**src/rtl/addertree_ctrl_if.sv**
```systemverilog
// Valid/ready handshakes on both sides of the adder-tree sequencer:
// beats in from the MAC issue logic, finished pixels out to the buffer writer.
interface addertree_ctrl_if;
  logic in_valid;
  logic in_ready;
  logic out_valid;
  logic out_ready;

  modport master (output in_valid, input in_ready, input out_valid, output out_ready);
  modport slave  (input in_valid, output in_ready, output out_valid, input out_ready);
endinterface

```
**src/rtl/addertree_ctrl.sv**
```systemverilog
// Sequencer for the pipelined adder tree: tracks beats, drives stage/accumulator enables.
// Optional cycle counters (perf_active_o, perf_stall_o) with `define ADDERTREE_CTRL_PERF_EN.
module addertree_ctrl #(
  parameter int STAGES = 3,
  parameter int PASS_W = 8,
  parameter int OUT_W  = 12
) (
  input  logic              clk_i,
  input  logic              reset_n_i,
  input  logic              start_i,
  input  logic              abort_i,
  input  logic [PASS_W-1:0] cfg_passes_i,
  input  logic [OUT_W-1:0]  cfg_outputs_i,
  addertree_ctrl_if.slave   hs,
  output logic [STAGES-1:0] stg_en_o,
  output logic              acc_clr_o,
  output logic              acc_en_o,
  output logic              busy_o,
  output logic              done_o
`ifdef ADDERTREE_CTRL_PERF_EN
  ,
  output logic [31:0]       perf_active_o,
  output logic [31:0]       perf_stall_o
`endif
);

  localparam logic [1:0] IDLE  = 2'd0;
  localparam logic [1:0] RUN   = 2'd1;
  localparam logic [1:0] DRAIN = 2'd2;

  localparam logic [PASS_W-1:0] PASS_ONE = {{(PASS_W-1){1'b0}}, 1'b1};
  localparam logic [OUT_W-1:0]  OUT_ONE  = {{(OUT_W-1){1'b0}}, 1'b1};

  logic [1:0]        state_q, state_d;
  logic [PASS_W-1:0] passes_q, passes_d;
  logic [PASS_W-1:0] beat_q, beat_d;
  logic [OUT_W-1:0]  outputs_q, outputs_d;
  logic [OUT_W-1:0]  pix_q, pix_d;
  logic [STAGES-1:0] vld_q, vld_d;
  logic [STAGES-1:0] first_q, first_d;
  logic [STAGES-1:0] last_q, last_d;
  logic              out_valid_q, out_valid_d;

  logic kill;
  logic stall;
  logic advance;
  logic accept;
  logic exitBeat;
  logic lastOfPixel;
  logic finalBeat;
  logic jobDone;

  // Reset low is treated like abort so nothing is accepted or completed that cycle.
  assign kill        = abort_i | ~reset_n_i;
  assign stall       = out_valid_q & ~hs.out_ready;
  assign advance     = ~stall;
  assign hs.in_ready = (state_q == RUN) & advance & ~kill;
  assign accept      = hs.in_valid & hs.in_ready;
  assign exitBeat    = vld_q[STAGES-1] & advance;
  assign lastOfPixel = (beat_q == passes_q - PASS_ONE);
  assign finalBeat   = accept & lastOfPixel & (pix_q == outputs_q - OUT_ONE);
  assign jobDone     = (state_q == DRAIN) & ~|vld_q & (~out_valid_q | hs.out_ready) & ~kill;

  assign hs.out_valid = out_valid_q;
  assign acc_en_o     = exitBeat;
  assign acc_clr_o    = exitBeat & first_q[STAGES-1];
  assign busy_o       = (state_q != IDLE);
  assign done_o       = jobDone;

  always_comb begin
    stg_en_o    = '0;
    stg_en_o[0] = accept;
    for (int i = 1; i < STAGES; i++) begin
      stg_en_o[i] = advance & vld_q[i-1];
    end
  end

  always_comb begin
    state_d     = state_q;
    passes_d    = passes_q;
    outputs_d   = outputs_q;
    beat_d      = beat_q;
    pix_d       = pix_q;
    vld_d       = vld_q;
    first_d     = first_q;
    last_d      = last_q;
    out_valid_d = out_valid_q;

    if (advance) begin
      vld_d[0]   = accept;
      first_d[0] = accept & (beat_q == '0);
      last_d[0]  = accept & lastOfPixel;
      for (int i = 1; i < STAGES; i++) begin
        vld_d[i]   = vld_q[i-1];
        first_d[i] = first_q[i-1];
        last_d[i]  = last_q[i-1];
      end
    end

    // Clear on consume first so a last beat exiting the same cycle re-arms it.
    if (out_valid_q & hs.out_ready) out_valid_d = 1'b0;
    if (exitBeat & last_q[STAGES-1]) out_valid_d = 1'b1;

    if (accept) begin
      if (lastOfPixel) begin
        beat_d = '0;
        pix_d  = pix_q + OUT_ONE;
      end else begin
        beat_d = beat_q + PASS_ONE;
      end
    end

    case (state_q)
      IDLE: begin
        if (start_i) begin
          state_d   = RUN;
          passes_d  = (cfg_passes_i == '0) ? PASS_ONE : cfg_passes_i;
          outputs_d = (cfg_outputs_i == '0) ? OUT_ONE : cfg_outputs_i;
          beat_d    = '0;
          pix_d     = '0;
        end
      end
      RUN:     if (finalBeat) state_d = DRAIN;
      DRAIN:   if (jobDone) state_d = IDLE;
      default: state_d = IDLE;
    endcase

    if (kill) begin
      state_d     = IDLE;
      vld_d       = '0;
      first_d     = '0;
      last_d      = '0;
      out_valid_d = 1'b0;
      beat_d      = '0;
      pix_d       = '0;
    end
  end

  always_ff @(posedge clk_i) begin
    if (!reset_n_i) begin
      state_q     <= IDLE;
      passes_q    <= '0;
      outputs_q   <= '0;
      beat_q      <= '0;
      pix_q       <= '0;
      vld_q       <= '0;
      first_q     <= '0;
      last_q      <= '0;
      out_valid_q <= 1'b0;
    end else begin
      state_q     <= state_d;
      passes_q    <= passes_d;
      outputs_q   <= outputs_d;
      beat_q      <= beat_d;
      pix_q       <= pix_d;
      vld_q       <= vld_d;
      first_q     <= first_d;
      last_q      <= last_d;
      out_valid_q <= out_valid_d;
    end
  end

`ifdef ADDERTREE_CTRL_PERF_EN
  logic [31:0] perf_active_q, perf_stall_q;

  // Counters freeze once the job leaves busy and restart only on an accepted start.
  always_ff @(posedge clk_i) begin
    if (!reset_n_i) begin
      perf_active_q <= '0;
      perf_stall_q  <= '0;
    end else if ((state_q == IDLE) && start_i && !abort_i) begin
      perf_active_q <= '0;
      perf_stall_q  <= '0;
    end else begin
      if (busy_o && (perf_active_q != '1)) perf_active_q <= perf_active_q + 32'd1;
      if (busy_o && stall && (perf_stall_q != '1)) perf_stall_q <= perf_stall_q + 32'd1;
    end
  end

  assign perf_active_o = perf_active_q;
  assign perf_stall_o  = perf_stall_q;
`endif

endmodule

```
**src/flat_wrapper.sv**
```systemverilog
// flat-port wrapper written by rule: the top's interface ports become plain ports
module addertree_ctrl_flat 
#(
  parameter int STAGES = 3,
  parameter int PASS_W = 8,
  parameter int OUT_W  = 12
)
  (clk_i, reset_n_i, start_i, abort_i, cfg_passes_i, cfg_outputs_i, stg_en_o, acc_clr_o, acc_en_o, busy_o, done_o, hs_in_valid, hs_in_ready, hs_out_valid, hs_out_ready);
  addertree_ctrl_if hs_i ();
  input  logic clk_i;
  input  logic reset_n_i;
  input  logic start_i;
  input  logic abort_i;
  input  logic [PASS_W-1:0] cfg_passes_i;
  input  logic [OUT_W-1:0] cfg_outputs_i;
  output logic [STAGES-1:0] stg_en_o;
  output logic acc_clr_o;
  output logic acc_en_o;
  output logic busy_o;
  output logic done_o;
  input wire logic [$bits(hs_i.in_valid)-1:0] hs_in_valid;
  output wire logic [$bits(hs_i.in_ready)-1:0] hs_in_ready;
  output wire logic [$bits(hs_i.out_valid)-1:0] hs_out_valid;
  input wire logic [$bits(hs_i.out_ready)-1:0] hs_out_ready;
  assign hs_i.in_valid = hs_in_valid;
  assign hs_in_ready = hs_i.in_ready;
  assign hs_out_valid = hs_i.out_valid;
  assign hs_i.out_ready = hs_out_ready;
  addertree_ctrl #(.STAGES(STAGES), .PASS_W(PASS_W), .OUT_W(OUT_W)) u_core (.clk_i(clk_i), .reset_n_i(reset_n_i), .start_i(start_i), .abort_i(abort_i), .cfg_passes_i(cfg_passes_i), .cfg_outputs_i(cfg_outputs_i), .hs(hs_i), .stg_en_o(stg_en_o), .acc_clr_o(acc_clr_o), .acc_en_o(acc_en_o), .busy_o(busy_o), .done_o(done_o));
endmodule
```
**config.mk**
```make
export PLATFORM = sky130hd
export DESIGN_NAME = addertree_ctrl_flat
export DESIGN_NICKNAME = d
export VERILOG_FILES = /design/src/rtl/addertree_ctrl_if.sv /design/src/rtl/addertree_ctrl.sv /design/src/flat_wrapper.sv
export SDC_FILE = /design/constraint.sdc
export NUM_CORES = 1
export LEC_CHECK = 0
export CAP_MARGIN = 15
export CORE_MARGIN = 5
export CORE_UTILIZATION = 58
export DETAILED_ROUTE_END_ITERATION = 12
export PLACE_DENSITY_LB_ADDON = 0.3
export SYNTH_ARGS = -nofsm -noshare
export SYNTH_HDL_FRONTEND = slang
export SYNTH_SLANG_ARGS = --single-unit
```
**constraint.sdc**
```tcl
create_clock -name clk_i -period 4.9 [get_ports clk_i]
set_input_delay 0.98 -clock clk_i [delete_from_list [all_inputs] [get_ports clk_i]]
set_output_delay 0.98 -clock clk_i [all_outputs]
set_load 0.05 [all_outputs]
```
==> run metrics, run 1 <==
Req. time, crit path=3.92 ns; grt ovf=0; final period utilization=0.851; placed cell area=3350 um2; Slew Viols, Final=0; min-delay src=u_core.first_q[2]; first-pass GRT wire length=between 10000 and 15000 um; synth cell count leaders=nand2_1, dfxtp_1, a21oi_1, clkbuf_1, nor2_1; core area=approximately 5100 um2; hold buffer count at cts=0; CTS-repair resized insts=0; Slew Limit Headroom=0.449; Clock Path Buffers=2; insertion delay to the later sink of the worst-skew pair=0.31 ns; GP Congestion=0.815; CP bufs+invs=2; WHS Endpoint=u_core.first_q[2]; Vias/cell=roughly 5.8; gr busiest metal=met2; Post-Syn Nets=413; Global Route Usage Sum=0.214; die area=6750 um2; global routing met3 resource utilization=0.0456; RSZ-0062 raised after global routing=false; number of global-route vias before repair=between 2000 and 3000; DIE WIDTH=82.2 um; Reg2Reg Setup Slack=around 1.8 ns; Area Growth Syn to Fin=13.9%; R2R cell count=8; FF/Latch Area=approximately 1000 um2; Crit path top cell by count=clkdlybuf4s50_1; DRC viols=0; Max FO, Critical Path=10; startpoint type of the worst setup path=input pin; initial core utilization=0.595; Synth Warn #=0; post-route minimum period=around 4.2 ns; Least-Margin Pin Slew=0.819 ns; drt wl/cell=14.2 um; f_max=roughly 240 MHz; crit path from=hs_out_ready; n_diodes=0; grt met1 use=0.248; Syn Std Cell Area=3020 um2; ys async rst share=0; std cell rows=26; Final #Nets=431; sequential area share after synthesis=0.345; Design Area, Final=~3400 um2; Clock Pin Slew Worst Setup and Hold Paths=~0.090 ns; post-synth top area share=0.345; status=complete, no violations; crit path cell chain=clkdlybuf4s50_1 > nor2b_1 > or4_1 > nor4b_1 > clkdlybuf4s50_1; DRT antenna net count=0; arrival time of the worst setup path=between 3 and 4 ns; Post-synth EDFFs=0; critical path's top delay family=buffers and inverters; worst hold-check path type=reg -> reg; max cap viols=0; slowest stage cell, crit path=clkdlybuf4s50_1; htree depth=2; worst r2r src=u_core.passes_q[0]; pwr dens=241 nW/um2; CP endpoint kind=primary output; CP Class=in -> out; fillcell total=455; top-count cell post-synth=nand2_1; Port Buf Inserts=34; Yosys reg bits=52; CP max stage delay=slightly below 0.9 ns; routed wire length=approximately 6700 um; DP Wirelength=4980 um; share of layout cells above drive strength 1=0.0424; ranking of synthesized cells by area=dfxtp_1, nand2_1, a21boi_0, a21oi_1, xnor2_1; static leakage=1.25 nW; Setup WS post-layout=0.731 ns; synthesized netlist cell count=382; GRT met2 Usage=0.389; post-place setup slack=0.747 ns; DRT iter0 DRCs=129; endpoints failing setup=0; mean area per synthesized cell=slightly below 8 um2; CTS buffer count=5; Worst Skew=0.00153 ns; CTS Sinks=52; Setup TNS=0 ns; worst hold path depth=2; top cell type by total area after synthesis=dfxtp_1; initial antenna violation count=0; R2R Path End=u_core.pix_q[6]; Netlist cell types=between 50 and 60; vias after detailed routing=2725; CTS tree=done; multi-input gate area in the final layout=1830 um2; largest net degree at the start of global routing=25; DIE HEIGHT=82.2 um; drt first pass iters=5; Most used DFF post-synth=dfxtp_1; final-report hold violation count=0; Post-CTS Setup Bufs=0; Ports=35; Root Driver=clkbuf_8; maximum vdd drop=0.144 mV
==> how the worst max path moves through the flow <==
| stage | end | slack, ns | depth (start not counted) |
|---|---|---|---|
| detailed placement | done_o | 0.75 | 5 |
| floorplan | done_o | 0.67 | 4 |
| global placement | done_o | 0.77 | 5 |
| finish | done_o | 0.73 | 5 |
| global route | done_o | 0.63 | 5 |
| CTS | done_o | 0.74 | 5 |
==> power by group <==
part,internal [mW],switching (mW)
clock network,0.0999,0.146
logic,0.0651,0.0684
registers,0.433,0.0166
==> registers in the layout, summed over array words and instances (netlist names) <==
signal	flops
u_core.outputs_q	12
u_core.pix_q	12
u_core.beat_q	8
u_core.passes_q	8
u_core.first_q	3
u_core.last_q	3
u_core.vld_q	3
u_core.state_q	2
u_core.hs.out_valid	1
==> worst reg2reg max path, stage by stage, from the launching register on <==
cell and delay (ns):
dfxtp_1 0.46, inv_1 0.08, ha_1 0.29, nand2b_1 0.19, a311oi_1 0.35, or4b_4 0.51, a211o_1 0.43, or4_1 0.57
a21oi_1 0.14
==> through the flow <==
stage | instances | hold WS [ns] | utilization | total power [mW]
2_1_floorplan | 382 | 0.428 | - | 0.550
3_3_place_gp | 463 | 0.443 | 0.661 | 0.587
3_5_place_dp | 463 | 0.446 | 0.661 | 0.592
4_1_cts | 471 | 0.461 | 0.678 | 0.834
5_1_grt | 471 | 0.472 | 0.678 | 0.875
6_report | 471 | 0.456 | 0.678 | 0.829
==> layout make-up <==
type	instances	area share
multi-input combinational	293	0.531
sequential	52	0.303
timing repair buffer	35	0.101
tap	70	0.0255
clock buffer	5	0.0200
inverter	13	0.0142
clock inverter	3	0.00546
==> per-layer routing <==
| layer | vias up | share of wire |
|---|---|---|
| met1 | 1287 | 0.43 |
| li1 | 1386 | - |
| met2 | 45 | 0.52 |
| met3 | 7 | 0.036 |
| met5 | - | 0 |
| met4 | 0 | 0.012 |
==> cells by family (layout without fill, tap and decap cells) <==
family / count (synthesis) / in the layout / synth area share
buffers and inverters: 37 / 56 / 0.0505
and+or+nand+nor: 169 / 169 / 0.292
DFF: 52 / 52 / 0.345
xor gates and xnor gates: 28 / 28 / 0.0812
muxes: 4 / 4 / 0.0133
adders and majority gates: 5 / 5 / 0.0207
AOI/OAI and AO/OA: 87 / 87 / 0.198
==> layout by cell type, fill, tap and decap left out, drive strengths merged, types with 6 or more instances in the layout <==
cell type / instances
nor2: 19
xor2: 14
nor4: 8
or4: 9
and3: 11
xnor2: 14
dfxtp: 52
clkdlybuf4s50: 34
a21oi: 26
a21boi: 18
nor3: 9
nand2: 69
nand2b: 7
inv: 13
nand4: 6
nand3: 14
(Power assumes the default switching activity.)
==> run 2, diff against run 1 <==
--- a/config.mk
+++ b/config.mk
@@ -10,6 +10,7 @@
 export CORE_UTILIZATION = 58
 export DETAILED_ROUTE_END_ITERATION = 12
 export PLACE_DENSITY_LB_ADDON = 0.3
+export RECOVER_POWER = 25
 export SYNTH_ARGS = -nofsm -noshare
 export SYNTH_HDL_FRONTEND = slang
 export SYNTH_SLANG_ARGS = --single-unit
==> constraint.sdc (replaced) <==
create_clock -name clk_i -period 5.33 [get_ports clk_i]
set_input_delay 1.066 -clock clk_i [delete_from_list [all_inputs] [get_ports clk_i]]
set_output_delay 1.066 -clock clk_i [all_outputs]
set_load 0.05 [all_outputs]
==> run 2 against run 1 <==
Die area unchanged; clock-buffer cell count increased by 1; clock power grew 8.9%; sequential power shrank 8.0%; global-route usage decreased by 0.89 points; power is 3.1% lower; flip-flop and latch count stayed put; non-clock buffer count unchanged; largest power group unchanged; highest routed layer unchanged.
==> run metrics, run 2 (same netlist as run 1, synthesis figures left out) <==
CTS-repair resized insts=0 (unchanged); CTS tree=done (unchanged); DRC viols=0 (unchanged); commonest non-fill, non-tap cell in the layout=nand2_1 (unchanged); hold_ws=0.458 ns (was 0.456 ns); n_diodes=0 (unchanged); CP max stage delay=0.86 ns (was 0.87 ns); f_max=226 MHz; share of layout cells above drive strength 1=0.0399 (was 0.0424); Area Growth Syn to Fin=14.5% (was 13.9%); commonest cells after routing, fill and taps aside=nand2_1, dfxtp_1, clkdlybuf4s50_1 (unchanged); CP endpoint kind=primary output (unchanged); Cell Count, Final, Fillers Out=471 (unchanged); endpoints failing setup=0 (unchanged); Clock Path Buffers=2 (unchanged); WL met1=2910 um (was 2900 um); DIE WIDTH=82.2 um (unchanged); Root Driver=clkbuf_8 (unchanged); top flop regs=u_core.outputs_q: 12 flops, u_core.pix_q: 12 flops (unchanged); post-route minimum period=4.43 ns; max cap viols=0 (unchanged); WL met3=196 um (was 243 um); Req. time, crit path=4.26 ns (was 3.92 ns); crit path from=hs_out_ready (unchanged); GP Congestion=0.785 (was 0.815); final-report hold violation count=0 (unchanged); Post-CTS Setup Bufs=0 (unchanged); Least-Margin Pin Slew=1.12 ns (was 0.819 ns); grt ovf=0 (unchanged); largest net degree at the start of global routing=25 (unchanged); worst r2r src=u_core.passes_q[0] (unchanged); DRT antenna net count=0 (unchanged); worst hold-check path type=reg -> reg (unchanged); drt first pass iters=4 (was 5); maximum vdd drop=0.193 mV (was 0.144 mV); CP endpoint=done_o (unchanged); vias after detailed routing=2766 (was 2725); first-pass GRT wire length=11100 um (was 11400 um); CTS buffer count=5 (unchanged); placed cell area=3350 um2 (unchanged); die area=6750 um2 (unchanged); std cell rows=26 (unchanged); Max FO, Critical Path=10 (unchanged); routed wire length=6510 um (was 6670 um); placed insts=463 (unchanged); routed wire length on met2=3310 um (was 3450 um); number of global-route vias before repair=2638 (was 2666); Vias/cell=5.87 (was 5.79); hold buffer count at cts=0 (unchanged); RSZ-0062 raised after global routing=false (unchanged); Reg2Reg Setup Slack=2.26 ns (was 1.82 ns); critical path's top delay family=buffers and inverters (unchanged); CTS Sinks=52 (unchanged); Slew Viols, Final=0 (unchanged); multi-input gate area in the final layout=1830 um2 (unchanged); Max Used Layer=met4 (unchanged); CP Class=in -> out (unchanged); CP bufs+invs=2 (unchanged); FF/Latch Area=1040 um2 (unchanged); R2R cell count=8 (unchanged); Global Route Usage Sum=0.205 (was 0.214); DRT iter0 DRCs=119 (was 129); insertion delay to the later sink of the worst-skew pair=0.31 ns (about the same); Clock Pin Slew Worst Setup and Hold Paths=0.09 ns (about the same); initial antenna violation count=0 (unchanged); Setup TNS=0 ns (unchanged); startpoint type of the worst setup path=input pin (unchanged); final period utilization=0.831; crit path cell chain=dlygate4sd3_1 > nor2b_1 > or4_1 > nor4b_1 > clkdlybuf4s50_1 (was clkdlybuf4s50_1 > nor2b_1 > or4_1 > nor4b_1 > clkdlybuf4s50_1); Design Area, Final=3460 um2 (was 3440 um2); drt wl/cell=13.8 um (was 14.2 um); Worst Skew=0.00555 ns (was 0.00153 ns); static leakage=1.25 nW (about the same); Final #Nets=431 (unchanged); DP Wirelength=4900 um (was 4980 um); slowest stage cell, crit path=clkdlybuf4s50_1 (unchanged); Slew Limit Headroom=0.251 (was 0.449); Ports=35 (unchanged); initial core utilization=0.595 (unchanged); Final Util=0.682 (was 0.678); DIE HEIGHT=82.2 um (unchanged); Port Buf Inserts=34 (unchanged); pwr dens=232 nW/um2 (was 241 nW/um2); R2R Path End=u_core.pix_q[5] (was u_core.pix_q[6]); core area=5070 um2 (unchanged); arrival time of the worst setup path=3.36 ns (was 3.19 ns); htree depth=2 (unchanged); WP depth=5 (unchanged); status=complete, no violations (unchanged); fillcell total=464 (was 455)
[run 2: layer usage]
layer,track usage,vias to the layer above
met5,0,-
met2,0.388,44
met1,0.236,1311
met3,0.0369,10
li1,-,1401
met4,0.0498,0
[run 2: worst min-delay path by stage]
stage	depth (start not counted)	end	slack, ns	start
finish	2	u_core.first_q[2]	0.46	u_core.first_q[2]
global route	2	u_core.first_q[1]	0.47	u_core.first_q[1]
CTS	2	u_core.first_q[2]	0.46	u_core.first_q[2]
detailed placement	2	u_core.first_q[2]	0.45	u_core.first_q[2]
global placement	2	u_core.last_q[2]	0.44	u_core.last_q[2]
floorplan	2	u_core.first_q[2]	0.43	u_core.first_q[2]
[run 2: tightest hold or removal path: stages, from the launching register on]
cell and delay, ns:
dfxtp_1 0.32, nand2_1 0.05, a21oi_1 0.05
[run 2: cell type report]
cell class,count,area share
Clock buffer,6,0.0210
Clock inverter,2,0.0101
Inverter,13,0.0141
Multi-Input combinational cell,293,0.528
Sequential cell,52,0.301
Tap cell,70,0.0253
Timing Repair Buffer,35,0.101
[run 2: stage by stage]
stage / setup slack (ns) / total power [mW]
after floorplan: 0.928 / 0.505
after global placement: 0.945 / 0.540
after detailed placement: 0.916 / 0.544
after CTS: 0.912 / 0.806
after global routing: 0.838 / 0.841
final: 0.900 / 0.803
[run 2: report_power, final]
group	switching, mW	total, mW	leakage (nW)	internal [mW]
clock	0.129	0.268	0.0552	0.140
sequential	0.0155	0.413	0.423	0.398
combinational	0.0619	0.121	0.775	0.0595
total	0.206	0.803	1.25	0.597
